===== config.mk =====
export PLATFORM = sky130hd
export DESIGN_NAME = instruction_fetch
export DESIGN_NICKNAME = d
export VERILOG_FILES = /design/src/rtl/isa_pkg.sv /design/src/rtl/pc_next_sel.sv /design/src/rtl/instruction_fetch.sv
export SDC_FILE = /design/constraint.sdc
export NUM_CORES = 1
export LEC_CHECK = 0
export ABC_AREA = 1
export BUFFER_PORTS_ARGS = -buffer_cell sky130_fd_sc_hd__buf_2
export CORE_UTILIZATION = 50
export DETAILED_ROUTE_END_ITERATION = 7
export HOLD_SLACK_MARGIN = 0.15
export PLACE_DENSITY = 0.85
export REMOVE_ABC_BUFFERS = 1
export SLEW_MARGIN = 10
export SYNTH_ARGS = -nofsm -noshare
export SYNTH_HDL_FRONTEND = slang
export SYNTH_SLANG_ARGS = --single-unit

===== constraint.sdc =====
create_clock -name clk -period 4.22 [get_ports clk]
set_input_delay 0.211 -clock clk [delete_from_list [all_inputs] [get_ports clk]]
set_output_delay 0.211 -clock clk [all_outputs]
set_load 0.01 [all_outputs]

===== src/rtl/isa_pkg.sv =====
// Shared ISA constants and fetch-state encoding for the core's front end.
package isa_pkg;

  localparam int unsigned ADDR_W  = 8;
  localparam int unsigned INSTR_W = 9;

  localparam logic [INSTR_W-1:0] HALT_WORD = 9'b0111_00_010;

  // Opcode field (upper four bits of the instruction word), kept here for the decoder
  localparam logic [3:0] OP_BEQ  = 4'b1100;
  localparam logic [3:0] OP_JMP  = 4'b1110;
  localparam logic [3:0] OP_MISC = 4'b0111;

  typedef enum logic [1:0] {
    IDLE   = 2'd0,
    RUN    = 2'd1,
    HALTED = 2'd2
  } fetch_state_t;

  function automatic logic is_halt(input logic [INSTR_W-1:0] word);
    return word == HALT_WORD;
  endfunction

endpackage


===== src/rtl/pc_next_sel.sv =====
// Next-PC selection: start load, jump, relative branch, increment, else hold.
module pc_next_sel
  import isa_pkg::*;
(
  input  logic [ADDR_W-1:0] pc,
  input  logic [ADDR_W-1:0] instr_pc,
  input  logic [ADDR_W-1:0] start_address,
  input  logic [ADDR_W-1:0] jump_target,
  input  logic [ADDR_W-1:0] branch_offset,
  input  logic              start_load,
  input  logic              jump_sel,
  input  logic              branch_sel,
  input  logic              advance,
  output logic [ADDR_W-1:0] pc_next
);

  // Branches are relative to the word in IR, not to the PC that has already moved on
  always_comb begin
    pc_next = pc;
    if (start_load) begin
      pc_next = start_address;
    end else if (jump_sel) begin
      pc_next = jump_target;
    end else if (branch_sel) begin
      pc_next = ADDR_W'(instr_pc + branch_offset);
    end else if (advance) begin
      pc_next = ADDR_W'(pc + ADDR_W'(1));
    end
  end

endmodule


===== src/rtl/instruction_fetch.sv =====
// Program counter, instruction register and IDLE/RUN/HALTED sequencing for the
// reading side of the instruction ROM.
module instruction_fetch
  import isa_pkg::*;
(
  input  logic               clk,
  input  logic               reset,
  input  logic               start,
  input  logic [ADDR_W-1:0]  start_address,
  output logic [ADDR_W-1:0]  rom_address,
  input  logic [INSTR_W-1:0] rom_instruction,
  output logic [INSTR_W-1:0] instruction,
  output logic               instr_valid,
  output logic [ADDR_W-1:0]  instr_pc,
  input  logic               stall,
  input  logic               branch_taken,
  input  logic [ADDR_W-1:0]  branch_offset,
  input  logic               jump_en,
  input  logic [ADDR_W-1:0]  jump_target,
  output logic               halted
);

  fetch_state_t      state;
  logic [ADDR_W-1:0] pc;
  logic [ADDR_W-1:0] pc_next;
  logic              run_c;
  logic              start_load_c;
  logic              jump_sel_c;
  logic              branch_sel_c;
  logic              halt_sel_c;
  logic              advance_c;

  assign rom_address = pc;

  // Redirects and halt decode only act on a valid IR word and override stall
  assign run_c        = (state == RUN);
  assign start_load_c = start && !run_c;
  assign jump_sel_c   = run_c && instr_valid && jump_en;
  assign branch_sel_c = run_c && instr_valid && branch_taken && !jump_sel_c;
  assign halt_sel_c   = run_c && instr_valid && is_halt(instruction)
                        && !jump_sel_c && !branch_sel_c;
  assign advance_c    = run_c && !jump_sel_c && !branch_sel_c && !halt_sel_c && !stall;

  pc_next_sel u_pc_next_sel (
    .pc            (pc),
    .instr_pc      (instr_pc),
    .start_address (start_address),
    .jump_target   (jump_target),
    .branch_offset (branch_offset),
    .start_load    (start_load_c),
    .jump_sel      (jump_sel_c),
    .branch_sel    (branch_sel_c),
    .advance       (advance_c),
    .pc_next       (pc_next)
  );

  always_ff @(posedge clk or posedge reset) begin
    if (reset) begin
      state       <= IDLE;
      pc          <= '0;
      instruction <= '0;
      instr_valid <= 1'b0;
      instr_pc    <= '0;
      halted      <= 1'b0;
    end else begin
      pc <= pc_next;
      case (state)
        IDLE: begin
          if (start) begin
            instr_valid <= 1'b0;
            state       <= RUN;
          end
        end
        RUN: begin
          // A redirect leaves one bubble so the wrong-path word is never presented
          if (jump_sel_c || branch_sel_c) begin
            instr_valid <= 1'b0;
          end else if (halt_sel_c) begin
            instr_valid <= 1'b0;
            halted      <= 1'b1;
            state       <= HALTED;
          end else if (!stall) begin
            instruction <= rom_instruction;
            instr_pc    <= pc;
            instr_valid <= 1'b1;
          end
        end
        HALTED: begin
          if (start) begin
            halted      <= 1'b0;
            instr_valid <= 1'b0;
            state       <= RUN;
          end
        end
        default: begin
          instr_valid <= 1'b0;
          halted      <= 1'b0;
          state       <= IDLE;
        end
      endcase
    end
  end

endmodule


# --- Word level (Yosys, flattened, before mapping) ---
# Cells that the tools add are included.
word_totals:
  regBits: 29
  in_bits: 39
  output_inout_bits: 27
  word_cells: 61
op_classes:
  n_addsub: 2
  eq_ne: 8
  muxes: 16
  n_bitwise: 4
  n_reduce_logical: 25
ops:
  columns: ["op", "n"]
  rows:
  - ["two-way mux 8 bit", 4]
  - ["logical AND 1 bit", 12]
  - ["equality test 9 x 8 -> 1 bit, second input constant", 1]
  - ["adder 8 x 1 -> 8 bit, second input constant", 1]
  - ["adder 8 bit", 1]
  - ["AND reduction 4 bit", 2]
  - ["two-way mux 1 bit", 6]
  - ["two-way mux 2 bit", 3]
  - ["logical NOT 1 bit", 5]
  - ["inequality test 2 x 1 -> 1 bit, second input constant", 2]
  - ["inequality test 2 bit, second input constant", 2]
  - ["inequality test 4 x 2 -> 1 bit, second input constant", 1]
  - ["inverter 1 bit", 4]
  - ["case mux 2 bit (2 select lines)", 1]
  - ["nonzero test 4 bit", 1]
  - ["case mux 1 bit (3 select lines)", 1]
  - ["AND reduction 3 bit", 1]
  - ["equality test 2 x 1 -> 1 bit, second input constant", 1]
  - ["equality test 2 bit, second input constant", 1]
  - ["logical NOT 2 bit", 1]
  - ["case mux 1 bit (2 select lines)", 1]
  - ["AND reduction 2 bit", 1]
  - ["OR reduction 2 bit", 1]
  - ["logical OR 1 bit", 1]

# --- Depth between registers and ports, before layout ---
depth:
  word_depth: 14
  mapped_depth: 15
  ltp_nobuf: 15

# --- By module ---
# A second synthesis with hierarchy kept.
hier_totals:
  cells_unflattened: 284
  area_unflattened_um2: 1988.2
by_module_without_submodules:
  columns: ["mod", "n_inst", "cells_per_inst", "area_per_inst_um2", "seq_area_each_um2"]
  rows:
  - ["instruction_fetch", 1, 142, 1267.5, 725.7]
  - ["pc_next_sel", 1, 142, 720.7, 0.0]

# --- Least setup slack after synthesis ---
# No wires, ideal clock.
synth_path:
  path_kind: "register to register"
  from: "register instr_pc[0]"
  to: "register pc[6] (netlist: rom_address[6])"
  setup_time_ps: 116
  arrival_ps: 1623
  required_time_ps: 4104
  path_slack_ps: 2480
  path_stages_with_launch: 16
  path_buffers: 0
  synth_period_minus_slack_ps: 1740
  cell_sequence: "dfrtp_1 -> ha_1 -> inv_1 -> fa_1 -> inv_1 -> nand2_1 -> nand2_1 -> nand3b_1 -> nand2_1 -> nand2_1 -> nand3_1 -> nand2_1 -> nand2_1 -> nand2_1 -> nand2_1 -> nand2_1"
synth_via:
  elab_chain_cells: 4
synth_rtl:
  columns: ["item", "line_no", "source"]
  rows:
  - ["start: declaration", "instruction_fetch.sv:14", "output logic [ADDR_W-1:0] instr_pc,"]
  - ["start signal: assignment", "instruction_fetch.sv:84", "instr_pc <= pc;"]
  - ["adder 8 bit", "pc_next_sel.sv:25", "pc_next = ADDR_W'(instr_pc + branch_offset);"]
  - ["two-way mux 8 bit", "pc_next_sel.sv:24", "end else if (branch_sel) begin"]
  - ["two-way mux 8 bit", "pc_next_sel.sv:22", "end else if (jump_sel) begin"]
  - ["two-way mux 8 bit", "pc_next_sel.sv:20", "if (start_load) begin"]
  - ["end signal: assignment", "instruction_fetch.sv:66", "pc <= pc_next;"]
  - ["end: declaration", "instruction_fetch.sv:24", "logic [ADDR_W-1:0] pc;"]
# Every way passes these cells.
# A chain may end at the register's enable or synchronous reset.

# --- Worst setup path after layout ---
layout_path:
  from: "register instr_valid"
  to: "register pc[5] (netlist: rom_address[5])"
layout_via:
  elab_chain_cells: 10
  word_cells_on_any_way: 18
  classes_between: "mux: 3; reduce/logical: 15"
layout_rtl:
  columns: ["item", "line_no", "source"]
  rows:
  - ["start: declaration", "instruction_fetch.sv:13", "output logic instr_valid,"]
  - ["start signal: assignment", "instruction_fetch.sv:62", "instr_valid <= 1'b0;"]
  - ["start signal: assignment", "instruction_fetch.sv:70", "instr_valid <= 1'b0;"]
  - ["start signal: assignment", "instruction_fetch.sv:77", "instr_valid <= 1'b0;"]
  - ["logical AND 1 bit (*)", "instruction_fetch.sv:38, instruction_fetch.sv:39, instruction_fetch.sv:40", null]
  - ["logical AND 1 bit", "instruction_fetch.sv:38", "assign jump_sel_c = run_c && instr_valid && jump_en;"]
  - ["logical NOT 1 bit", "instruction_fetch.sv:39, instruction_fetch.sv:41, instruction_fetch.sv:42", null]
  - ["logical AND 1 bit", "instruction_fetch.sv:39", "assign branch_sel_c = run_c && instr_valid && branch_taken && !jump_sel_c;"]
  - ["logical NOT 1 bit", "instruction_fetch.sv:41, instruction_fetch.sv:42", null]
  - ["logical AND 1 bit", "instruction_fetch.sv:41", "&& !jump_sel_c && !branch_sel_c;"]
  - ["logical NOT 1 bit", "instruction_fetch.sv:42", "assign advance_c = run_c && !jump_sel_c && !branch_sel_c && !halt_sel_c && !stall;"]
  - ["logical AND 1 bit (2 in a row)", "instruction_fetch.sv:42", null]
  - ["nonzero test 4 bit (no line)", null, null]
# Every way passes the cells marked *; elsewhere a longest branch is shown, timed or not.

==> impl_metrics.env <==
export IMPL_cp_data_required_time_ps=4390
export IMPL_final_common_cell="nand2_1"
export IMPL_path_cells="inv_1 -> nor2_8 -> o21ai_4 -> nand4_2 -> nand2_8 -> inv_6 -> nand2_1 -> nand2_1"
export IMPL_ys_warn_count=0
export IMPL_grt_overflow_total=0
export IMPL_boundaryPins=66
export IMPL_synth_area_sq_um=2062
export IMPL_die_area_sq_um=4385
export IMPL_status="finished clean"
export IMPL_p_per_area_nw_per_um2=716.0
export IMPL_cp_end_kind="flip-flop"
export IMPL_crit_family="simple AND/OR/NAND/NOR gates"
export IMPL_num_nets_final=402
export IMPL_cts_sinks=29
export IMPL_routed_wl_um=4953
export IMPL_area_delta_synth_final_pct=21.72
export IMPL_worst_pin_slew_ps=1014
export IMPL_finalHoldViolCount=0
export IMPL_ys_seq_area_share_pct=35.19
export IMPL_die_height_um=66.22
export IMPL_cp_slowest_cell="nand4_2"
export IMPL_cts_tree="done"
export IMPL_path_max_fanout=39
export IMPL_ys_types=32
export IMPL_htree_levels=2
export IMPL_rsz0062_at_grt="no"
export IMPL_cts_buffer_depth=2
export IMPL_met1_usage_pct=29.06
export IMPL_cp_buffers_inverters=2
export IMPL_cts_root_buffer="clkbuf_8"
export IMPL_min_period_over_period_pct=52.98
export IMPL_cts_buffers=5
export IMPL_first_pass_iters=4
export IMPL_core_area_sq_um=3799
export IMPL_hold_class="in2reg"
export IMPL_syn_avg_cell_area_sq_um=7.185
export IMPL_crit_top_cell="nand2_1"
export IMPL_synth_cells=287
export IMPL_finalPower_mw=1.797
export IMPL_synth_fa_ha_area_share_pct=5.825
export IMPL_critical_path_class="reg2reg"
export IMPL_gp_congestion=0.8230
export IMPL_drtIter0Drc=114
export IMPL_grt_max_degree=40
export IMPL_drv_cap=0
export IMPL_cts_resized=0
export IMPL_start_util_pct=54.28
export IMPL_drc=0
export IMPL_max_stage_delay_ps=780
export IMPL_max_clock_freq_ghz=0.4473
export IMPL_clock_skew_ps=3.948
export IMPL_core_rowCount=22
export IMPL_ant_nets=0
export IMPL_clk_pin_slew_ps=60
export IMPL_p_leak_nw=1.437
export IMPL_grt_usage_pct=25.43
export IMPL_place_hpwl_um=3829
export IMPL_synth_compound_area_share_pct=10.86
export IMPL_setup_tns_final_ps=0
export IMPL_period_minus_slack_ps=2236
export IMPL_slew_headroom_pct=31.95
export IMPL_grt_pass1_wl_um=8466
export IMPL_finalSetupViolCount=0
export IMPL_crit_path_start_kind="flip-flop"
export IMPL_met2_usage_pct=45.15
export IMPL_vias=2027
export IMPL_grtUsageMet3_pct=6.379
export IMPL_synth_simple_area_share_pct=34.10
export IMPL_drive_above_1_share_pct=25.63
export IMPL_n_antenna_cell=0
export IMPL_synth_top_family_by_area="simple AND/OR/NAND/NOR gates"
export IMPL_grt_pass1_vias=2064
export IMPL_clk_latency_ps=290
export IMPL_busiest_layer="met2"
export IMPL_synth_seq_cells=29
export IMPL_port_buffers=65
export IMPL_finalMaxSlewViolations=0
export IMPL_yosys_mux_area_fraction_pct=0
export IMPL_post_drt_wl_per_cell_um=12.29
export IMPL_crit_arrival_ps=2410
export IMPL_viasPerCell=5.030
export IMPL_antenna_found_initial=0
export IMPL_die_w_um=66.22
export IMPL_irDropWorstVdd_mv=0.4498
export IMPL_synth_xor_area_share_pct=2.124
export IMPL_final_cell_mix="89 x nand2_1, 65 x buf_2, 44 x inv_1"
==> worst reg2reg max path: stages, from the launching register on <==
cell and delay, ps:
dfrtp_1 400, inv_1 210, nor2_8 90, o21ai_4 80, nand4_2 780, nand2_8 380, inv_6 60, nand2_1 70
nand2_1 60
==> worst paths after layout <==
path	start	end	slack, ps	cells after the start
worst max-delay path	instr_valid	rom_address[5]	1980	8
worst min-delay path	rom_instruction[3]	instruction[3]	160	3
worst max register to register	instr_valid	rom_address[5]	1980	8
worst min register to register	instruction[6]	instruction[6]	510	2
max in group asynchronous	reset	rom_address[5]	3160	3
min in group asynchronous	reset	instruction[0]	590	3
==> Yosys cell counts <==
cell,n,area (sq um)
nand2_1,89,334.1
inv_1,45,168.9
dfrtp_1,29,725.7
nand3_1,24,120.1
o21ai_0,17,85.08
nor2_1,14,52.55
a21oi_1,12,60.06
o21ai_1,10,50.05
ha_1,8,100.1
buf_2,3,15.01
buf_6,3,33.78
nor2_4,3,33.78
or2_0,3,18.77
or2_2,3,18.77
xor2_1,3,26.28
inv_2,2,7.510
nand3b_1,2,15.01
nand4_1,2,12.51
xnor2_1,2,17.52
a31oi_1,1,6.260
clkinv_2,1,5.000
fa_1,1,20.02
inv_4,1,6.260
inv_6,1,8.760
nand2_4,1,11.26
nand2_8,1,20.02
nand3_4,1,17.52
nand4_2,1,12.51
nor2_8,1,20.02
nor3_4,1,16.27
o21ai_4,1,16.27
o22ai_1,1,6.260
==> logic make-up (layout without fill, tap and decap cells) <==
group           Yosys count  in the layout
simple gates            146            146
buf+inv                  56            124
compound gates           42             42
flops                    29             29
fa+ha+maj                 9              9
xor+xnor                  5              5
==> per-layer routing <==
metal  up-vias  share of wire [%]
met3         9                3.7
met1       934                 45
met5         -                  0
met4         0                1.5
met2        44                 50
li1       1040                  -
==> layout make-up <==
class                      instances  area [sq um]
multi-input combinational        202          1091
clock buffer                       7         96.34
tap                               48         60.06
timing repair buffer              66         335.3
clock inverter                     1         5.005
fill                             352          1289
sequential                        29         725.7
inverter                          50         196.4
==> power breakdown <==
part / total (mW) / internal (mW) / switching, mW
Sequential: 0.541 / 0.406 / 0.135
Combinational: 1.00 / 0.384 / 0.619
Clock: 0.253 / 0.147 / 0.106
==> through the flow <==
step                hold slack (ps)  instance area (sq um)  utilization (%)  setup WS [ps]  cells
floorplan                     289.1                   2013                -           2317    281
global placement              454.6                   2399            63.14           2113    394
detailed placement            458.7                   2399            63.14           2043    394
CTS                           156.7                   2500            65.81           2000    402
global route                  180.3                   2510            66.07           1744    403
finish                        157.8                   2510            66.07           1984    403
==> what timing repair did <==
action / in CTS / in global routing
endpoints found under the setup margin: 0 / 0
endpoints found under the hold margin: 0 / 29
buffers inserted: 0 / 0
hold buffers: 0 / 1
==> sequential cells by signal, summed over array words and instances (netlist names) <==
register	cells
instr_valid	1
rom_address	8
instruction	9
state	2
halted	1
instr_pc	8
Power figures use the tool's default switching activity.
